### config.mk
export PLATFORM = sky130hd
export DESIGN_NAME = uart_tx_arbiter
export DESIGN_NICKNAME = d
export VERILOG_FILES = /design/src/rtl/uart_tx_arbiter_pkg.sv /design/src/rtl/uart_arb_watchdog.sv /design/src/rtl/uart_tx_arbiter.sv
export SDC_FILE = /design/constraint.sdc
export NUM_CORES = 1
export LEC_CHECK = 0
export ABC_AREA = 1
export CAP_MARGIN = 20
export CORE_ASPECT_RATIO = 0.75
export CORE_UTILIZATION = 35
export DETAILED_ROUTE_END_ITERATION = 10
export SETUP_SLACK_MARGIN = 0.1
export SLEW_MARGIN = 20
export SYNTH_ARGS = -nofsm -noshare
export SYNTH_HDL_FRONTEND = slang
export SYNTH_HIERARCHICAL = 1
export SYNTH_SLANG_ARGS = --single-unit
### constraint.sdc
create_clock -name CLK -period 2.8 [get_ports CLK]
set_input_delay 0.56 -clock CLK [delete_from_list [all_inputs] [get_ports CLK]]
set_output_delay 0.56 -clock CLK [all_outputs]
set_load 0.03 [all_outputs]
### src/rtl/uart_tx_arbiter_pkg.sv
// rtl/uart_tx_arbiter_pkg.sv - shared state encodings and byte width for the TX FIFO arbiter
package uart_tx_arbiter_pkg;

    localparam int DATA_W = 8;

    typedef enum logic [1:0] {
        IDLE = 2'd0,
        OWN0 = 2'd1,
        OWN1 = 2'd2
    } arb_state_t;

endpackage

### src/rtl/uart_arb_watchdog.sv
// rtl/uart_arb_watchdog.sv - stall counter that flags expiry after TIMEOUT_CYCLES idle cycles
//
// Ports:
//   clk, rst  - clock, synchronous active-high reset
//   inc       - count one idle cycle
//   clr       - clear the count (has priority over inc)
//   expire    - count has reached TIMEOUT_CYCLES
module uart_arb_watchdog #(
    parameter int TIMEOUT_CYCLES = 1023,
    parameter int CNT_W          = 10
) (
    input  logic clk,
    input  logic rst,
    input  logic inc,
    input  logic clr,
    output logic expire
);

    logic [CNT_W-1:0] count;

    assign expire = (count == CNT_W'(TIMEOUT_CYCLES));

    // Holding at the expiry value keeps the counter from wrapping if the
    // owner does not clear it in the same cycle.
    always_ff @(posedge clk) begin
        if (rst || clr) begin
            count <= '0;
        end else if (inc && !expire) begin
            count <= count + 1'b1;
        end
    end

endmodule

### src/rtl/uart_tx_arbiter.sv
// rtl/uart_tx_arbiter.sv - packet-atomic round-robin arbiter for the shared TX FIFO write port
//
// Optional feature macro: UART_TX_ARB_STATS_EN (adds Pkt_Cnt0/Pkt_Cnt1 packet counters).
//
// Ports:
//   CLK, RST              - clock, synchronous active-high reset
//   Req0/Data0/Last0/Ack0 - requester 0 (echo path) byte stream, Ack0 same-cycle accept
//   Req1/Data1/Last1/Ack1 - requester 1 (message generator) byte stream
//   Full_Sig              - TX FIFO full
//   Write_Req_Sig         - TX FIFO write strobe (one-cycle pulse)
//   FIFO_Write_Data       - TX FIFO write data
//   Grant                 - one-hot owner, 00 when idle
//   Timeout_Pulse         - one-cycle pulse when the watchdog forces a release
//   Pkt_Cnt0/Pkt_Cnt1     - saturating completed-packet counters (stats build only)
module uart_tx_arbiter
    import uart_tx_arbiter_pkg::*;
#(
    parameter int TIMEOUT_CYCLES = 1023,
    parameter int CNT_W          = 10
) (
    input  logic              CLK,
    input  logic              RST,
    input  logic              Req0,
    input  logic [DATA_W-1:0] Data0,
    input  logic              Last0,
    output logic              Ack0,
    input  logic              Req1,
    input  logic [DATA_W-1:0] Data1,
    input  logic              Last1,
    output logic              Ack1,
    input  logic              Full_Sig,
    output logic              Write_Req_Sig,
    output logic [DATA_W-1:0] FIFO_Write_Data,
    output logic [1:0]        Grant,
    output logic              Timeout_Pulse
`ifdef UART_TX_ARB_STATS_EN
    ,
    output logic [15:0]       Pkt_Cnt0,
    output logic [15:0]       Pkt_Cnt1
`endif
);

    arb_state_t        state;
    arb_state_t        state_nx;
    logic              rr_ptr;
    logic              rr_ptr_nx;
    logic              owning;
    logic              own_req;
    logic              own_last;
    logic [DATA_W-1:0] own_data;
    logic              accept;
    logic              timeout;
    logic              expire;
    logic              wd_inc;
    logic              wd_clr;

    assign Grant = {state == OWN1, state == OWN0};

    // Next-state, accept and watchdog control
    always_comb begin
        owning    = 1'b0;
        own_req   = 1'b0;
        own_last  = 1'b0;
        own_data  = '0;
        state_nx  = state;
        rr_ptr_nx = rr_ptr;

        case (state)
            OWN0: begin
                owning   = 1'b1;
                own_req  = Req0;
                own_last = Last0;
                own_data = Data0;
            end
            OWN1: begin
                owning   = 1'b1;
                own_req  = Req1;
                own_last = Last1;
                own_data = Data1;
            end
            default: ;
        endcase

        timeout = owning && expire;
        // Write_Req_Sig low spaces writes two cycles apart so Full_Sig has
        // caught up with the previous write; a timeout beats a late Req.
        accept  = owning && own_req && !Full_Sig && !Write_Req_Sig && !timeout;
        Ack0    = accept && (state == OWN0);
        Ack1    = accept && (state == OWN1);

        case (state)
            IDLE: begin
                // rr_ptr names the last requester served; the other wins a tie.
                if (Req0 && Req1) begin
                    state_nx = rr_ptr ? OWN0 : OWN1;
                end else if (Req0) begin
                    state_nx = OWN0;
                end else if (Req1) begin
                    state_nx = OWN1;
                end
            end
            OWN0, OWN1: begin
                if (timeout || (accept && own_last)) begin
                    state_nx  = IDLE;
                    rr_ptr_nx = (state == OWN1);
                end
            end
            default: state_nx = IDLE;
        endcase

        // Backpressure with Req held high never counts as idle.
        wd_inc = owning && !own_req;
        wd_clr = accept || (state_nx != state);
    end

    // State register
    always_ff @(posedge CLK) begin
        if (RST) begin
            state  <= IDLE;
            rr_ptr <= 1'b1;
        end else begin
            state  <= state_nx;
            rr_ptr <= rr_ptr_nx;
        end
    end

    // FIFO write register and timeout pulse
    always_ff @(posedge CLK) begin
        if (RST) begin
            Write_Req_Sig   <= 1'b0;
            FIFO_Write_Data <= '0;
            Timeout_Pulse   <= 1'b0;
        end else begin
            Write_Req_Sig <= accept;
            Timeout_Pulse <= timeout;
            if (accept) begin
                FIFO_Write_Data <= own_data;
            end
        end
    end

    uart_arb_watchdog #(
        .TIMEOUT_CYCLES(TIMEOUT_CYCLES),
        .CNT_W         (CNT_W)
    ) u_watchdog (
        .clk   (CLK),
        .rst   (RST),
        .inc   (wd_inc),
        .clr   (wd_clr),
        .expire(expire)
    );

`ifdef UART_TX_ARB_STATS_EN
    always_ff @(posedge CLK) begin
        if (RST) begin
            Pkt_Cnt0 <= '0;
            Pkt_Cnt1 <= '0;
        end else begin
            if (Ack0 && Last0 && (Pkt_Cnt0 != 16'hFFFF)) begin
                Pkt_Cnt0 <= Pkt_Cnt0 + 16'd1;
            end
            if (Ack1 && Last1 && (Pkt_Cnt1 != 16'hFFFF)) begin
                Pkt_Cnt1 <= Pkt_Cnt1 + 16'd1;
            end
        end
    end
`endif

endmodule

# Word-level counts from Yosys, hierarchy flattened
# Index checks and enable logic that the tools add are counted.
totals:
  ff_bits: 23
  in_bits: 23
  out_inout_bits: 14
  elab_cells: 43
op_classes:
  add_sub_neg: 1
  n_eq_ne: 4
  mux: 10
  reduce_logical: 22
ops:
  columns: ["cell", "count"]
  rows:
  - ["8-bit case mux with 2 select lines", 1]
  - ["1-bit logical AND", 11]
  - ["10-bit by 1-bit adder with 10-bit output (second input constant)", 1]
  - ["10-bit == test (second input constant)", 1]
  - ["2-bit two-way mux", 5]
  - ["1-bit logical NOT", 5]
  - ["1-bit case mux with 2 select lines", 2]
  - ["2-bit case mux with 2 select lines", 1]
  - ["1-bit logical OR", 3]
  - ["2-bit by 1-bit == test with 1-bit output (second input constant)", 1]
  - ["2-bit == test (second input constant)", 1]
  - ["2-bit logical NOT", 1]
  - ["2-bit inequality test", 1]
  - ["2-bit AND reduction", 1]
  - ["2-bit OR reduction", 1]
  - ["1-bit two-way mux", 1]

# Logic depth before layout (Yosys ltp)
logic_depth:
  depth_word: 14
  depth_mapped: 18
  depth_no_buf: 17

# Modules after synthesis
# Netlist, hierarchy kept.
by_module_without_submodules:
  columns: ["mod", "n_inst", "cells_per_inst", "area_per_inst_um2", "seq_area_each_um2"]
  rows:
  - ["uart_tx_arbiter", 1, 110, 787.0, 260.2]
  - ["uart_arb_watchdog", 1, 95, 609.3, 200.2]

# Least setup slack after synthesis
# No wires, ideal clock.
synth_timing:
  kind: "flip-flop to output port"
  startpoint: "register u_watchdog.count[0]"
  endpoint: "output Ack0"
  arrival_ns: 1.639
  required_time_ns: 2.240
  setup_slack_ns: 0.601
  stages_incl_launch_ff: 12
  n_path_buf: 1
  cell_sequence: "dfxtp_1 -> ha_1 -> inv_1 -> nor2_2 -> nand3_4 -> buf_6 -> inv_2 -> inv_1 -> nand2_2 -> nor2_4 -> nand2_4 -> nor2_1"
synth_between:
  elab_chain_cells: 5
synth_lines:
  columns: ["element", "line", "source"]
  rows:
  - ["start, declared", "uart_arb_watchdog.sv:19", "logic [CNT_W-1:0] count;"]
  - ["start signal, assigned", "uart_arb_watchdog.sv:29", "count <= count + 1'b1;"]
  - ["10-bit == test", "uart_arb_watchdog.sv:21", "assign expire = (count == CNT_W'(TIMEOUT_CYCLES));"]
  - ["net expire", "uart_tx_arbiter.sv:53", "logic expire;"]
  - ["1-bit logical AND", "uart_tx_arbiter.sv:84", "timeout = owning && expire;"]
  - ["1-bit logical NOT", "uart_tx_arbiter.sv:87", "accept = owning && own_req && !Full_Sig && !Write_Req_Sig && !timeout;"]
  - ["1-bit logical AND", "uart_tx_arbiter.sv:87", null]
  - ["1-bit logical AND", "uart_tx_arbiter.sv:88", "Ack0 = accept && (state == OWN0);"]
  - ["end, declared", "uart_tx_arbiter.sv:26", "output logic Ack0,"]
# The timed path passes the listed nets, and every way through them passes these cells.

# Final worst setup path
layout_timing:
  startpoint: "register state[1]"
  endpoint: "output Ack1"
layout_between:
  elab_chain_cells: 8
  elab_cells_between_ends: 12
  classes_between: "2 x eq/ne; 2 x mux; 8 x reduce/logical"
layout_lines:
  columns: ["element", "line", "source"]
  rows:
  - ["start, declared", "uart_tx_arbiter.sv:43", "arb_state_t state;"]
  - ["start signal, assigned", "uart_tx_arbiter.sv:122", "state <= state_nx;"]
  - ["2-bit by 1-bit == test with 1-bit output or 2-bit == test (tied branches)", "uart_tx_arbiter.sv:68, uart_tx_arbiter.sv:89", null]
  - ["2-bit OR reduction (no source line)", null, null]
  - ["1-bit two-way mux", "uart_tx_arbiter.sv:68", "case (state)"]
  - ["1-bit logical AND (4 in series)", "uart_tx_arbiter.sv:87", null]
  - ["1-bit logical AND (*)", "uart_tx_arbiter.sv:89", "Ack1 = accept && (state == OWN1);"]
  - ["end, declared", "uart_tx_arbiter.sv:30", "output logic Ack1,"]
# Mark *: on every way between the ends. The rest lies on a longest branch, timed or not.

==> results.json <==
{
  "die_h_um": 56.7,
  "fin_nets": 275,
  "synth_area_leaders": "dfxtp_1 (33%), nand2_1 (15%), nor2_1 (7.3%)",
  "powerDensity_mw_per_mm2": 419,
  "end_kind": "primary output",
  "start_util_pct": 37.4,
  "rrSetupSlack_ns": 0.61,
  "synth_top_area_share_pct": 33.0,
  "drive_gt1_share_pct": 11.4,
  "status": "finished clean",
  "cts_max_level": 1,
  "hold_class": "flip-flop to flip-flop",
  "clock_latency_ns": 0.26,
  "yosys_warnings": 6,
  "yosysSeqAreaShare_pct": 33.0,
  "root_buffer": "clkbuf_8",
  "async_flop_share_pct": 0,
  "ioPinCount": 37,
  "critical_path.max_fanout": 5,
  "synth_seq_cells": 23,
  "route.vias.total": 1339,
  "port-buffer-count": 36,
  "r2r_end": "u_watchdog/count[9]",
  "vdd_drop_max_v": 0.000213,
  "synthTopCellsByCount": "nand2_1 (56), nor2_1 (27), dfxtp_1 (23), inv_1 (21), nand3_1 (17)",
  "synth_fp_nets": 233,
  "finClkSkew_ns": 0.00319,
  "layout_setup_ws_ns": 0.347,
  "finalHoldViolCount": 0,
  "antenna_found_initial": 0,
  "power_uw": 779,
  "crit_arrival_ns": 1.89,
  "fin_area_mm2": 0.00186,
  "fin_crit_ns": 2.45,
  "final_cells": 298,
  "tritoncts": "built",
  "crit_type": "flip-flop to primary output",
  "vias_per_cell": 4.49,
  "n_antenna_cell": 0,
  "avgRoutedWirePerCell_um": 10.6,
  "clock_sinks": 23,
  "endpoint": "Ack1",
  "fmaxAchievable_mhz": 408,
  "rsz0062_at_grt": "no",
  "worstPathCellList": "inv_1, ha_1, nand2_2, nor2_4, nand2_4, nor2_1, dlygate4sd2_1",
  "num-fill-cells": 413,
  "setup_violations": 0,
  "dr.pass1.iters": 4,
  "power.static_leakage_nw": 0.755,
  "avgSynthCellArea_um2": 6.81,
  "multiInputGateArea_um2": 790,
  "design.die.area_mm2": 0.00425,
  "ys_types": 27,
  "placedCellCount": 294,
  "place.gp.congestion": 0.797,
  "ant_nets": 0,
  "startpoint": "state[1]",
  "grtUsageTotal_pct": 15.5,
  "syn_inst": 205,
  "grt_pass1_vias": 1134,
  "post_dp_cell_area_mm2": 0.00182,
  "setup_tns_ns": 0,
  "place_ws_ns": 0.142,
  "cp.required_ns": 2.24,
  "hold_slack_ns": 0.522,
  "reg2reg_depth": 17,
  "post-route-util_pct": 49.8,
  "synth_ff_type": "dfxtp_1",
  "cts_buffers": 3,
  "crit_path_top_delay_cell": "dfxtp_1",
  "synth_edf_count": 0,
  "area_growth_pct": 33.2,
  "worst_pin_slew_ns": 0.387,
  "die-width_um": 74.9,
  "globalRouteOverflowTotal": 0,
  "postRouteWirelength_um": 3150,
  "relSlewSlack_pct": 74.2,
  "seqCellArea_um2": 460,
  "synth_area_mm2": 0.00140,
  "yosysMostFrequentCell": "nand2_1",
  "synth_area_leader_cell": "dfxtp_1",
  "drv_cap": 0,
  "cts_buffer_depth": 2,
  "drt_iter0_markers": 53,
  "grt_max_degree": 17,
  "hpwl_um": 2410,
  "route.detailed.drc": 0,
  "crit_path_start_kind": "flip-flop",
  "fin_crit_sh_pct": 87.6,
  "rows": 19,
  "slew_violations": 0,
  "clkSlewWorstSetupHoldPaths_ns": 0.08,
  "grt_pass1_wl_um": 5040,
  "r2r_start": "u_watchdog/count[0]",
  "design.core.area_mm2": 0.00373,
  "crit_path_max_incr_delay_ns": 0.41
}
[worst max-delay path, delay by kind of cell (launching register included)]
kind	cells	cell delay, ns
adders and majority gates	1	0.33
DFF	1	0.41
and+or+nand+nor	4	0.37
buffers and inverters	2	0.52
[power by group]
group	total [mW]	switching [mW]	internal (mW)
sequential	0.346	0.00871	0.337
clock	0.208	0.109	0.0994
combinational	0.225	0.126	0.0992
total	0.779	0.243	0.535
[sequential cells by signal, summed over array words and instances, names as in the netlist]
signal / flops
state: 2
Timeout_Pulse: 1
Write_Req_Sig: 1
rr_ptr: 1
FIFO_Write_Data: 8
u_watchdog/count: 10
[placed cells by master, fill, tap and decap left out]
cell type / count
nand2_1: 56
clkdlybuf4s50_1: 34
nor2_1: 27
dfxtp_1: 23
inv_1: 21
nand3_1: 17
a21oi_1: 10
o21ai_0: 8
a31oi_1: 8
buf_4: 6
nand2_2: 5
ha_1: 5
nand2_4: 3
o21ai_1: 3
clkbuf_8: 3
inv_2: 2
nand3b_1: 2
dlygate4sd2_1: 2
nor2_2: 2
nor2_4: 1
o21bai_2: 1
nand3_2: 1
inv_6: 1
clkinv_2: 1
nand3_4: 1
nor2_8: 1
nor3_1: 1
nor3b_1: 1
[metal layers]
metal  routed length [um]  vias up  global-route usage [%]
li1                     -      732                       -
met1                 1680      576                    21.7
met2                 1320       29                    23.4
met3                  133        2                    4.49
met4                   16        0                    3.23
met5                    0        -                       0
[area by class of cell]
class / count / area share (%)
Multi-Input combinational cell: 153 / 42.5
Inverter: 24 / 5.11
Timing Repair Buffer: 42 / 21.7
Tap cell: 52 / 3.50
Sequential cell: 23 / 24.8
Clock buffer: 3 / 2.22
Clock inverter: 1 / 0.269
[kinds of logic after synthesis]
kind of cell             Yosys count  share of synthesized area (%)
flip-flops                        23                           33.0
AND/OR/NAND/NOR                  118                           40.1
buffers and inverters             29                           10.5
adder cells (fa/ha/maj)            5                           4.48
AO/OA/AOI/OAI                     30                           11.9
[repair_timing]
action	CTS	global route
buffers inserted	0	0
hold buffers	0	0
gates resized for setup	2	0
setup endpoints to repair	2	0
[worst min path at each step]
stage / depth (start not counted) / endpoint / slack [ns] / startpoint
floorplan: 2 / rr_ptr / 0.47 / rr_ptr
global placement: 2 / u_watchdog/count[7] / 0.51 / u_watchdog/count[7]
detailed placement: 2 / u_watchdog/count[7] / 0.50 / u_watchdog/count[7]
CTS: 2 / u_watchdog/count[7] / 0.52 / u_watchdog/count[7]
global route: 2 / FIFO_Write_Data[4] / 0.55 / FIFO_Write_Data[4]
finish: 2 / u_watchdog/count[7] / 0.52 / u_watchdog/count[7]
No activity file was read; power rests on OpenSTA's default activity.
